`config.mk`:
```
export PLATFORM = sky130hd
export DESIGN_NAME = stopwatch_ctrl
export DESIGN_NICKNAME = d
export VERILOG_FILES = /design/src/rtl/stopwatch_ctrl.sv
export SDC_FILE = /design/constraint.sdc
export NUM_CORES = 1
export LEC_CHECK = 0
export BUFFER_PORTS_ARGS = -buffer_cell sky130_fd_sc_hd__buf_2
export CAP_MARGIN = 10
export CORE_MARGIN = 2
export CORE_UTILIZATION = 25
export CTS_CLUSTER_SIZE = 25
export DETAILED_ROUTE_END_ITERATION = 10
export PLACE_DENSITY = 0.46
export SLEW_MARGIN = 10
export SYNTH_ARGS = -nofsm -noshare
export SYNTH_HDL_FRONTEND = slang
export SYNTH_SLANG_ARGS = --single-unit
```
`constraint.sdc`:
```
create_clock -name clk -period 3.4 [get_ports clk]
set_input_delay 0.34 -clock clk [delete_from_list [all_inputs] [get_ports clk]]
set_output_delay 0.34 -clock clk [all_outputs]
set_load 0.005 [all_outputs]
```
`src/rtl/stopwatch_ctrl.sv`:
```
// Stopwatch control front-end: button sync/debounce, start/stop/lap FSM,
// lap register and live/lap display select.
module stopwatch_ctrl #(
  parameter int unsigned DB_CYCLES = 1000000
) (
  input  logic        clk,
  input  logic        reset,
  input  logic        btn_ss,
  input  logic        btn_lr,
  input  logic [23:0] time_in,
  output logic        run,
  output logic        clr,
  output logic        lap_active,
  output logic [23:0] disp
);

  localparam int unsigned CNT_W  = $clog2(DB_CYCLES + 1);
  localparam int unsigned NBTN   = 2;
  localparam int unsigned TIME_W = 24;

  typedef enum logic [1:0] {
    S_IDLE  = 2'd0,
    S_RUN   = 2'd1,
    S_LAP   = 2'd2,
    S_PAUSE = 2'd3
  } state_e;

  // Button index 0 is start/stop, index 1 is lap/reset.
  logic [NBTN-1:0]  btn_raw;
  logic [NBTN-1:0]  meta_q, sync_q;
  logic [NBTN-1:0]  db_q, db_d;
  logic [NBTN-1:0]  evt_q, evt_d;
  logic [CNT_W-1:0] cnt_q [NBTN];
  logic [CNT_W-1:0] cnt_d [NBTN];

  logic ss_evt, lr_evt;

  state_e            state_q, state_d;
  logic              clr_q, clr_d;
  logic [TIME_W-1:0] lap_q, lap_d;

  assign btn_raw = {btn_lr, btn_ss};

  // Debounce: a level change is accepted only after DB_CYCLES stable mismatching cycles.
  always_comb begin
    db_d  = db_q;
    evt_d = '0;
    for (int i = 0; i < int'(NBTN); i++) begin
      cnt_d[i] = '0;
      if (sync_q[i] != db_q[i]) begin
        if (cnt_q[i] == CNT_W'(DB_CYCLES - 1)) begin
          db_d[i]  = sync_q[i];
          evt_d[i] = sync_q[i];
        end else begin
          cnt_d[i] = cnt_q[i] + 1'b1;
        end
      end
    end
  end

  always_ff @(posedge clk or posedge reset) begin
    if (reset) begin
      meta_q <= '0;
      sync_q <= '0;
      db_q   <= '0;
      evt_q  <= '0;
      for (int i = 0; i < int'(NBTN); i++) begin
        cnt_q[i] <= '0;
      end
    end else begin
      meta_q <= btn_raw;
      sync_q <= meta_q;
      db_q   <= db_d;
      evt_q  <= evt_d;
      for (int i = 0; i < int'(NBTN); i++) begin
        cnt_q[i] <= cnt_d[i];
      end
    end
  end

  // Start/stop wins when both presses land in the same cycle.
  assign ss_evt = evt_q[0];
  assign lr_evt = evt_q[1] & ~evt_q[0];

  always_ff @(posedge clk or posedge reset) begin
    if (reset) begin
      state_q <= S_IDLE;
      clr_q   <= 1'b0;
      lap_q   <= '0;
    end else begin
      state_q <= state_d;
      clr_q   <= clr_d;
      lap_q   <= lap_d;
    end
  end

  always_comb begin
    state_d = state_q;
    clr_d   = 1'b0;
    lap_d   = lap_q;
    case (state_q)
      S_IDLE: begin
        if (ss_evt) begin
          state_d = S_RUN;
        end else if (lr_evt) begin
          clr_d = 1'b1;
        end
      end
      S_RUN: begin
        if (ss_evt) begin
          state_d = S_PAUSE;
        end else if (lr_evt) begin
          state_d = S_LAP;
          lap_d   = time_in;
        end
      end
      S_LAP: begin
        if (ss_evt) begin
          state_d = S_PAUSE;
        end else if (lr_evt) begin
          state_d = S_RUN;
        end
      end
      S_PAUSE: begin
        if (ss_evt) begin
          state_d = S_RUN;
        end else if (lr_evt) begin
          state_d = S_IDLE;
          clr_d   = 1'b1;
        end
      end
      default: state_d = S_IDLE;
    endcase
  end

  always_comb begin
    run        = (state_q == S_RUN) || (state_q == S_LAP);
    lap_active = (state_q == S_LAP);
    clr        = clr_q;
    disp       = lap_active ? lap_q : time_in;
  end

endmodule

```
; After elaboration in Yosys (flattened, before gate mapping)
; Cells that the tools add are included.
[word_totals]
out_inout_bits = 27
regBits = 75
inputBits = 28
mem_bits_ro = 0
mem_count = 0
latchBits = 0
word_cells = 52
ramBits = 0
[op_classes]
addsub = 2
n_lt_le_gt_ge = 0
bitwise_logic = 2
n_div = 0
n_mul = 0
shift = 0
n_mux = 20
n_eq_ne = 11
n_reduce_logical = 7
[op_table]
columns = op, n
row1 = $mux 20, 4
row2 = $add 20x1->20 const B, 2
row3 = $eq 20x20->1 const B, 2
row4 = $mux 24, 1
row5 = $mux 2, 7
row6 = $pmux 2 s4, 1
row7 = $mux 1, 7
row8 = $ne 3x3->1 const B, 2
row9 = $eq 2x2->1 const B, 2
row10 = $reduce_and 2->1, 2
row11 = $reduce_and 4->1, 1
row12 = $ne 3x1->1 const B, 1
row13 = $reduce_and 3->1, 1
row14 = $eq 2x1->1 const B, 1
row15 = $logic_not 2->1, 1
row16 = $ne 1x1->1, 2
row17 = $ne 2x2->1 const B, 1
row18 = $reduce_or 2->1, 1
row19 = $and 1x1->1, 1
row20 = $logic_or 1x1->1, 1
row21 = $not 1->1, 1

; Longest topological paths before layout
; Gate-level depths: netlist of the first run.
[depth]
depth_word = 5
depth_mapped = 7
mapped_depth_nobuf = 6

; Least setup slack after synthesis of the first run
; OpenSTA, ideal clock, no wires.
[synth_path]
kind = flip-flop to output port
startpoint = register state_q[0]
endpoint = output disp[10]
path_buffers = 2
slack_ns = 1.328
required_ns = 3.060
path_stages_with_launch = 6
arrival_time_ns = 1.732
cell_sequence = dfrtp_1 -> inv_1 -> ha_1 -> clkbuf_1 -> buf_1 -> mux2_2
[synth_via]
elab_chain_len = 2
[synth_rtl]
columns = element, line
row1 = start: declaration, 38  ; state_e state_q, state_d;
row2 = start signal: assignment, 91  ; state_q <= state_d;
row3 = $eq 2x2->1, 138  ; lap_active = (state_q == S_LAP);
row4 = named net lap_active, 13  ; output logic lap_active,
row5 = $mux 24, 140  ; disp = lap_active ? lap_q : time_in;
row6 = end: declaration, 14  ; output logic [23:0] disp
; The timed path passes the listed nets, and every way through them passes these cells.

; Final worst setup path of the first run
[layout_path]
startpoint = register state_q[1]
endpoint = register lap_q[15]
[layout_via]
elab_chain_len = 2
[layout_rtl]
columns = element, line
row1 = $eq 2x1->1, 101  ; case (state_q)
row2 = $reduce_and 3->1 (no line), -
row3 = end signal: assignment, 93  ; lap_q <= lap_d;
row4 = end: declaration, 40  ; logic [TIME_W-1:0] lap_q, lap_d;
; No other way between the ends.
; A chain may end at the register's enable or synchronous reset.

==> results of run 1 <==
## worst max-delay path: cells and delay by family, from the launching register on
| family | cells | cell delay (ns) |
|---|---|---|
| muxes | 1 | 0.60 |
| DFF | 1 | 0.42 |
| adders and majority gates | 1 | 0.18 |
| buffers and inverters | 1 | 0.14 |
| and+or+nand+nor | 1 | 0.82 |
## logic make-up after synthesis
logic type,synth area share
DFF,0.506
AOI/OAI and AO/OA,0.0405
buffers and inverters,0.0249
and+or+nand+nor,0.180
adders and majority gates,0.0236
xor gates and xnor gates,0.0684
muxes,0.157
## placed cells by master (no fill, tap or decap), types with 11 or more instances in the layout
cell type / count
xnor2_1: 23
dfrtp_1: 75
nor2_1: 40
buf_2: 54
nand2_1: 11
nand3_1: 11
nor3_1: 12
inv_1: 14
mux2_2: 50
## flip-flops by register name, indices dropped and copies added, names as in the netlist
register,cells
cnt_q,40
lap_q,24
db_q,2
evt_q,2
meta_q,2
state_q,2
sync_q,2
clr,1
## final timing paths
kind	start	end	slack, ns	cells after the start
min in group clk	btn_lr	meta_q[1]$_DFF_PP0_	0.11	1
setup reg to reg	state_q[1]$_DFFE_PP0P_	lap_q[15]$_DFFE_PP0P_	1.10	4
hold reg to reg	meta_q[1]$_DFF_PP0_	sync_q[1]$_DFF_PP0_	0.35	0
max in group asynchronous	reset	cnt_q[36]$_DFF_PP0_	2.63	3
setup / recovery	state_q[1]$_DFFE_PP0P_	lap_q[15]$_DFFE_PP0P_	1.10	4
hold / removal	reset	cnt_q[0]$_DFF_PP0_	0.009	2
## Yosys cell counts, drive strengths merged, types with 2 or more instances
cell type	n	area (um2)
ha	7	87.6
xnor2	23	201
nand3b	3	22.5
nand4	12	103
a31o	3	26.3
inv	15	56.3
nor3	12	60.1
nand3	12	65.1
nor4	12	111
mux2i	2	20.0
nor2	40	150
nand2	12	47.6
xor2	6	52.6
mux2	50	563
o21ai	7	38.8
dfrtp	75	1880
o31ai	2	20.0
and3	5	31.3
nor4b	2	17.5
clkbuf	2	7.51
buf	6	28.8
a21oi	8	40.0
## final cells by class
type | instances | area (um2)
Inverter | 15 | 56.3
Tap cell | 184 | 230
Sequential cell | 75 | 1880
Timing Repair Buffer | 58 | 300
Multi-Input combinational cell | 229 | 1740
Fill cell | 1512 | 10000
Clock buffer | 10 | 239
Clock inverter | 5 | 77.6
## metrics by stage
stage / worst slack, ns / util / instance area (um2) / total power (uW)
finish: 1.10 / 0.311 / 4520 / 2040
global route: 0.931 / 0.311 / 4520 / 2140
CTS: 1.07 / 0.311 / 4520 / 2090
detailed placement: 1.08 / 0.289 / 4210 / 1050
global placement: 1.14 / 0.289 / 4210 / 1050
floorplan: 1.15 / - / 3710 / 1000
## power breakdown
part / internal [uW] / leakage, uW / total (uW) / switching [uW]
Combinational: 50.1 / 0.000791 / 103 / 52.6
Clock: 655 / 0.000154 / 1010 / 358
Sequential: 916 / 0.000978 / 928 / 12.3
Total: 1620 / 0.00192 / 2040 / 423
## per-layer routing
layer  vias to the layer above  wire length [um]
met5                         -                 0
met1                      1225              3620
li1                       1274                 -
met4                         0               110
met2                        52              3040
met3                        11               429
==> impl_metrics.env, run 1 <==
export IMPL_status="finished clean"
export IMPL_holdWs_ns=0.00919
export IMPL_drt_initial_drc_count=92
export IMPL_vias_per_cell=4.45
export IMPL_slew_viol_final=0
export IMPL_use_met3=0.0293
export IMPL_pwr_density_cell_nw_per_um2=452
export IMPL_drt_wl_total_um=7200
export IMPL_path_cells="inv_1, ha_1, nand3_1, mux2_2"
export IMPL_htreeDepth=3
export IMPL_slew_headroom=0.209
export IMPL_async_flop_share=1.00
export IMPL_hold_viol=0
export IMPL_insertion_delay_ns=0.33
export IMPL_fp_coreArea_um2=14500
export IMPL_antenna_cells=0
export IMPL_synth_ff_latch_count=75
export IMPL_dp_cells=561
export IMPL_grt_max_degree=31
export IMPL_seq_area_frac_synth=0.506
export IMPL_grt_pass1_vias=2593
export IMPL_cts_tree="yes"
export IMPL_final_cells=576
export IMPL_clockBufferDepth=2
export IMPL_drc_errors=0
export IMPL_wl_per_cell_um=12.5
export IMPL_setup_viol=0
export IMPL_path_clk_slew_ns=0.06
export IMPL_fmax_ghz=0.435
export IMPL_cpMaxStageDelayCell="nand3_1"
export IMPL_cts_inserted_buffers=9
export IMPL_fin_crit_sh=0.676
export IMPL_endpoint_kind="flip-flop"
export IMPL_fin_tns_setup_ns=0
export IMPL_detail_route_antenna_nets=0
export IMPL_cts_root_buf="clkbuf_16"
export IMPL_cts_resized_gates=0
export IMPL_synth_net_count=362
export IMPL_io_buffers=54
export IMPL_cts_num_sinks=75
export IMPL_layout_drive_gt1_share=0.352
export IMPL_syn_to_final_growth_pct=21.8
export IMPL_start_util=0.255
export IMPL_fp_dieW_um=126
export IMPL_grt_first_pass_wirelength_um=12500
export IMPL_grt_antenna_before_repair=0
export IMPL_worstPathArrival_ns=2.51
export IMPL_netlist_instances=327
export IMPL_critPathLaunchType="flip-flop"
export IMPL_met1_usage=0.133
export IMPL_grt_ovfl_total=0
export IMPL_num_vias=2562
export IMPL_power_leakage_uw=0.00192
export IMPL_nNetsFinal=423
export IMPL_hpwl_um=4880
export IMPL_ys_flop_type="dfrtp_1"
export IMPL_synthesis_area_um2=3710
export IMPL_die_area_um2=15800
export IMPL_worstSetupPathType="reg2reg"
export IMPL_cp_max_fo=24
export IMPL_post_cts_repair_setup_buffers=0
export IMPL_worstMarginPinSlew_ns=1.18
export IMPL_skew_ns=0.00656
export IMPL_ir_worst_vdd_mv=0.268
export IMPL_crit_path_max_incr_delay_ns=0.82
export IMPL_die_height_um=126
export IMPL_hold_buffers=0
export IMPL_place_gp_congestion=0.739
export IMPL_track_usage=0.0980
export IMPL_hold_path_class="in2async"
export IMPL_yosysWarnings=0
export IMPL_rows=44
export IMPL_synth_cell_types=42
export IMPL_fin_crit_ns=2.30
export IMPL_ioPinCount=55
export IMPL_top_usage_layer="met2"
export IMPL_rsz0062_at_grt="false"
export IMPL_synth_edf_count=0
export IMPL_maxCapViolations=0
export IMPL_grt_use_met2=0.144
export IMPL_drt_pass1_iterations=4
export IMPL_syn_avg_cell_area_um2=11.3
export IMPL_required_ns=3.61
No activity file was read; power rests on OpenSTA's default activity.
==> run 2: changes to the inputs <==
Settings changed: PLACE_DENSITY 0.46 to 0.48.
Clock period 3.4 ns to 1.99 ns, I/O delays scaled along.
==> impl_metrics.env, run 2 (same netlist as run 1, synthesis figures left out) <==
export IMPL_detail_route_antenna_nets=0
export IMPL_ir_worst_vdd_mv=0.322
export IMPL_final_common_cell="dfrtp_1"
export IMPL_fp_dieW_um=126
export IMPL_finish_utilization=0.321
export IMPL_htreeDepth=3
export IMPL_rsz0062_at_grt="false"
export IMPL_drt_initial_drc_count=124
export IMPL_clockBufferDepth=2
export IMPL_num_vias=2632
export IMPL_wl_met1_um=3480
export IMPL_grt_pass1_vias=2637
export IMPL_insertion_delay_ns=0.33
export IMPL_antenna_cells=0
export IMPL_worstPathArrival_ns=1.67
export IMPL_top_regs="cnt_q: 40 flops, lap_q: 24 flops"
export IMPL_fin_crit_sh=0.942
export IMPL_endpoint_kind="output port"
export IMPL_grt_ovfl_total=0
export IMPL_wl_met3_um=431
export IMPL_drt_wl_total_um=7300
export IMPL_io_buffers=54
export IMPL_slew_headroom=0.566
export IMPL_pwr_density_cell_nw_per_um2=719
export IMPL_power_leakage_uw=0.00199
export IMPL_die_area_um2=15800
export IMPL_rows=44
export IMPL_fin_crit_ns=1.87
export IMPL_wl_per_cell_um=12.4
export IMPL_grt_first_pass_wirelength_um=12900
export IMPL_fp_coreArea_um2=14500
export IMPL_required_ns=1.79
export IMPL_largest_reg_flops=40
export IMPL_track_usage=0.0999
export IMPL_cts_inserted_buffers=9
export IMPL_hold_path_class="in2reg"
export IMPL_fmax_ghz=0.534
export IMPL_cts_tree="yes"
export IMPL_start_util=0.255
export IMPL_ioPinCount=55
export IMPL_worstSetupPathType="reg2out"
export IMPL_cts_root_buf="clkbuf_16"
export IMPL_regMostFlops="cnt_q"
export IMPL_slew_viol_final=0
export IMPL_layout_drive_gt1_share=0.368
export IMPL_drc_errors=0
export IMPL_place_gp_congestion=0.742
export IMPL_status="finished clean"
export IMPL_layout_common_cells="dfrtp_1, buf_2, mux2_2, nor2_1, xnor2_1"
export IMPL_maxCapViolations=0
export IMPL_grt_max_degree=32
export IMPL_dr_wl_met2_um=3260
export IMPL_hold_viol=0
export IMPL_critPathLaunchType="flip-flop"
export IMPL_drt_pass1_iterations=4
export IMPL_hpwl_um=5030
export IMPL_worstMarginPinSlew_ns=0.649
export IMPL_skew_ns=0.00431
export IMPL_vias_per_cell=4.47
export IMPL_nNetsFinal=435
export IMPL_setup_viol=0
export IMPL_cp_max_fo=13
export IMPL_cts_num_sinks=75
export IMPL_fin_tns_setup_ns=0
export IMPL_top_layer_used="met4"
export IMPL_path_clk_slew_ns=0.05
export IMPL_syn_to_final_growth_pct=25.9
export IMPL_grt_antenna_before_repair=0
export IMPL_die_height_um=126
-- run 2: worst paths after layout --
kind                                   startpoint                     to  slack, ns  depth (start not counted)
hold reg to reg               meta_q[1]$_DFF_PP0_    sync_q[1]$_DFF_PP0_       0.34                          0
hold / removal                         time_in[8]   lap_q[8]$_DFFE_PP0P_       0.12                          2
setup / recovery           state_q[0]$_DFFE_PP0P_               disp[10]       0.12                          5
max in group asynchronous                   reset  lap_q[16]$_DFFE_PP0P_       0.83                          4
setup reg to reg              cnt_q[20]$_DFF_PP0_    cnt_q[38]$_DFF_PP0_       0.24                          5
min in group asynchronous                   reset   lap_q[9]$_DFFE_PP0P_       0.51                          3
-- run 2: what timing repair did --
item	4_1_cts	5_1_grt
setup endpoints to repair	24	11
pin swaps	0	0
gates cloned	1	0
setup buffers	1	2
resized for setup	3	1
hold endpoints to repair	28	0
hold buffers	3	0
-- run 2: final cells by class --
class	count	area, um2
clock inverters	5	52.6
clock buffers	11	243
multi-input cells	229	1750
well taps	184	230
fillers	1479	9860
flip-flops and latches	75	1880
inverters	15	60.1
repair buffers	70	455
-- run 2: critical path, stage by stage, from the launching register on --
cell and delay (ns):
dfrtp_1 0.41, inv_2 0.10, ha_4 0.19, buf_12 0.15
mux2_2 0.35, buf_2 0.13
-- run 2: layer usage --
layer  vias up  GRT usage
met5         -          0
met4         0     0.0427
met3         9     0.0361
met2        61      0.156
met1      1260      0.125
li1       1302          -
-- run 2: metrics by stage --
step                worst slack, ns  cells  area [um2]  power [uW]  hold WS, ns
finish                        0.116    589        4670        3360        0.115
global route                 0.0443    589        4670        3530        0.108
detailed placement            0.192    566        4280        1800        0.325
CTS                          0.0117    587        4660        3440        0.106
global placement              0.216    566        4280        1800        0.313
floorplan                    0.0586    327        3710        1710        0.230
-- run 2: where the power goes --
| part | internal, uW | switching, uW |
|---|---|---|
| clock network | 997 | 586 |
| registers | 1560 | 21.2 |
| logic | 97.7 | 91.6 |
| total | 2660 | 699 |
==> run 3: changes to the inputs <==
Settings changed: RECOVER_POWER set to 100, REMOVE_ABC_BUFFERS set to 1.
==> impl_metrics.env, run 3 (same netlist as run 1, synthesis figures left out) <==
export IMPL_status="finished clean"
export IMPL_dp_cells=565
export IMPL_ir_worst_vdd_mv=0.380
export IMPL_design_area_um2=4620
export IMPL_hpwl_um=4750
export IMPL_top_regs="cnt_q: 40 flops, lap_q: 24 flops"
export IMPL_htreeDepth=3
export IMPL_cts_num_sinks=75
export IMPL_insertion_delay_ns=0.34
export IMPL_drc_errors=0
export IMPL_die_height_um=126
export IMPL_slew_headroom=0.316
export IMPL_rsz0062_at_grt="false"
export IMPL_final_common_cell="dfrtp_1"
export IMPL_cts_root_buf="clkbuf_16"
export IMPL_hold_viol=0
export IMPL_layout_common_cells="dfrtp_1, mux2_2, buf_2, nor2_1, xnor2_1"
export IMPL_track_usage=0.0999
export IMPL_worstSetupPathType="reg2out"
export IMPL_hold_path_class="in2reg"
export IMPL_ioPinCount=55
export IMPL_num_vias=2612
export IMPL_maxCapViolations=0
export IMPL_power_leakage_uw=0.00195
export IMPL_critPathLaunchType="flip-flop"
export IMPL_cts_inserted_buffers=9
export IMPL_worstPathArrival_ns=1.65
export IMPL_syn_to_final_growth_pct=24.5
export IMPL_layout_drive_gt1_share=0.347
export IMPL_fp_dieW_um=126
export IMPL_fp_coreArea_um2=14500
export IMPL_place_gp_congestion=0.732
export IMPL_fmax_ghz=0.539
export IMPL_grt_pass1_vias=2646
export IMPL_antenna_cells=0
export IMPL_cp_max_fo=13
export IMPL_fin_crit_ns=1.85
export IMPL_drt_wl_total_um=7280
export IMPL_grt_max_degree=76
export IMPL_grt_first_pass_wirelength_um=12600
export IMPL_final_cells=587
export IMPL_skew_ns=0.00820
export IMPL_setup_viol=0
export IMPL_cts_tree="yes"
export IMPL_rows=44
export IMPL_drt_pass1_iterations=4
export IMPL_pwr_density_cell_nw_per_um2=764
export IMPL_clockBufferDepth=2
export IMPL_die_area_um2=15800
export IMPL_endpoint_kind="output port"
export IMPL_largest_reg_flops=40
export IMPL_fin_crit_sh=0.932
export IMPL_place_ws_ns=0.203
export IMPL_slew_viol_final=0
export IMPL_vias_per_cell=4.45
export IMPL_grt_ovfl_total=0
export IMPL_wl_per_cell_um=12.4
export IMPL_detail_route_antenna_nets=0
export IMPL_regMostFlops="cnt_q"
export IMPL_worst_slack_ns=0.136
export IMPL_place_area_um2=4270
export IMPL_worstMarginPinSlew_ns=1.03
export IMPL_start_util=0.255
export IMPL_path_clk_slew_ns=0.06
export IMPL_io_buffers=54
export IMPL_total_power_uw=3530
export IMPL_drt_initial_drc_count=85
export IMPL_required_ns=1.79
export IMPL_nNetsFinal=433
export IMPL_grt_antenna_before_repair=0
-- run 3: where the power goes --
part	switching [uW]	leakage, uW	total, uW	internal [uW]
combinational	88.4	0.000821	176	87.4
sequential	21.9	0.000978	1590	1560
clock	635	0.000155	1770	1130
-- run 3: per-layer routing --
metal,wire (um),up-vias,GRT usage
met3,391,12,0.0370
li1,-,1300,-
met4,156,0,0.0465
met1,3290,1243,0.119
met5,0,-,0
met2,3440,57,0.161
-- run 3: worst max-delay path, stage by stage (launching register included) --
cell and delay, ns:
dfrtp_1 0.39, inv_2 0.09, ha_4 0.17, buf_6 0.18
mux2_2 0.36, buf_2 0.13
-- run 3: path summary, 6_finish.rpt --
path,from,to,slack [ns],depth (start not counted)
setup / recovery,state_q[0]$_DFFE_PP0P_,disp[14],0.14,5
hold / removal,time_in[22],lap_q[22]$_DFFE_PP0P_,0.10,2
setup reg to reg,cnt_q[20]$_DFF_PP0_,cnt_q[33]$_DFF_PP0_,0.17,6
hold reg to reg,meta_q[1]$_DFF_PP0_,sync_q[1]$_DFF_PP0_,0.35,0
max in group asynchronous,reset,lap_q[4]$_DFFE_PP0P_,0.58,4
min in group asynchronous,reset,cnt_q[20]$_DFF_PP0_,0.76,4
-- run 3: layout make-up --
class,count,area (um2)
repair buffers,68,374
well taps,184,230
inverters,15,56.3
clock inverters,6,88.8
flip-flops and latches,75,1880
fillers,1503,9910
multi-input cells,229,1750
clock buffers,10,239
-- run 3: repair_timing --
action                                  in CTS  in global routing
pin swaps                                    0                  0
cloned                                       1                  0
resized for setup                            3                  1
endpoints found under the setup margin      24                 11
hold buffers                                 3                  0
setup buffers                                2                  0
endpoints found under the hold margin       77                  0
-- run 3: through the flow --
step | hold slack, ns | TNS [ns] | utilization
after floorplan | 0.230 | -9.79 | -
after global placement | 0.309 | 0 | 0.294
after detailed placement | 0.308 | 0 | 0.294
after CTS | 0.0858 | 0 | 0.323
after global routing | 0.0906 | 0 | 0.318
final | 0.103 | 0 | 0.318
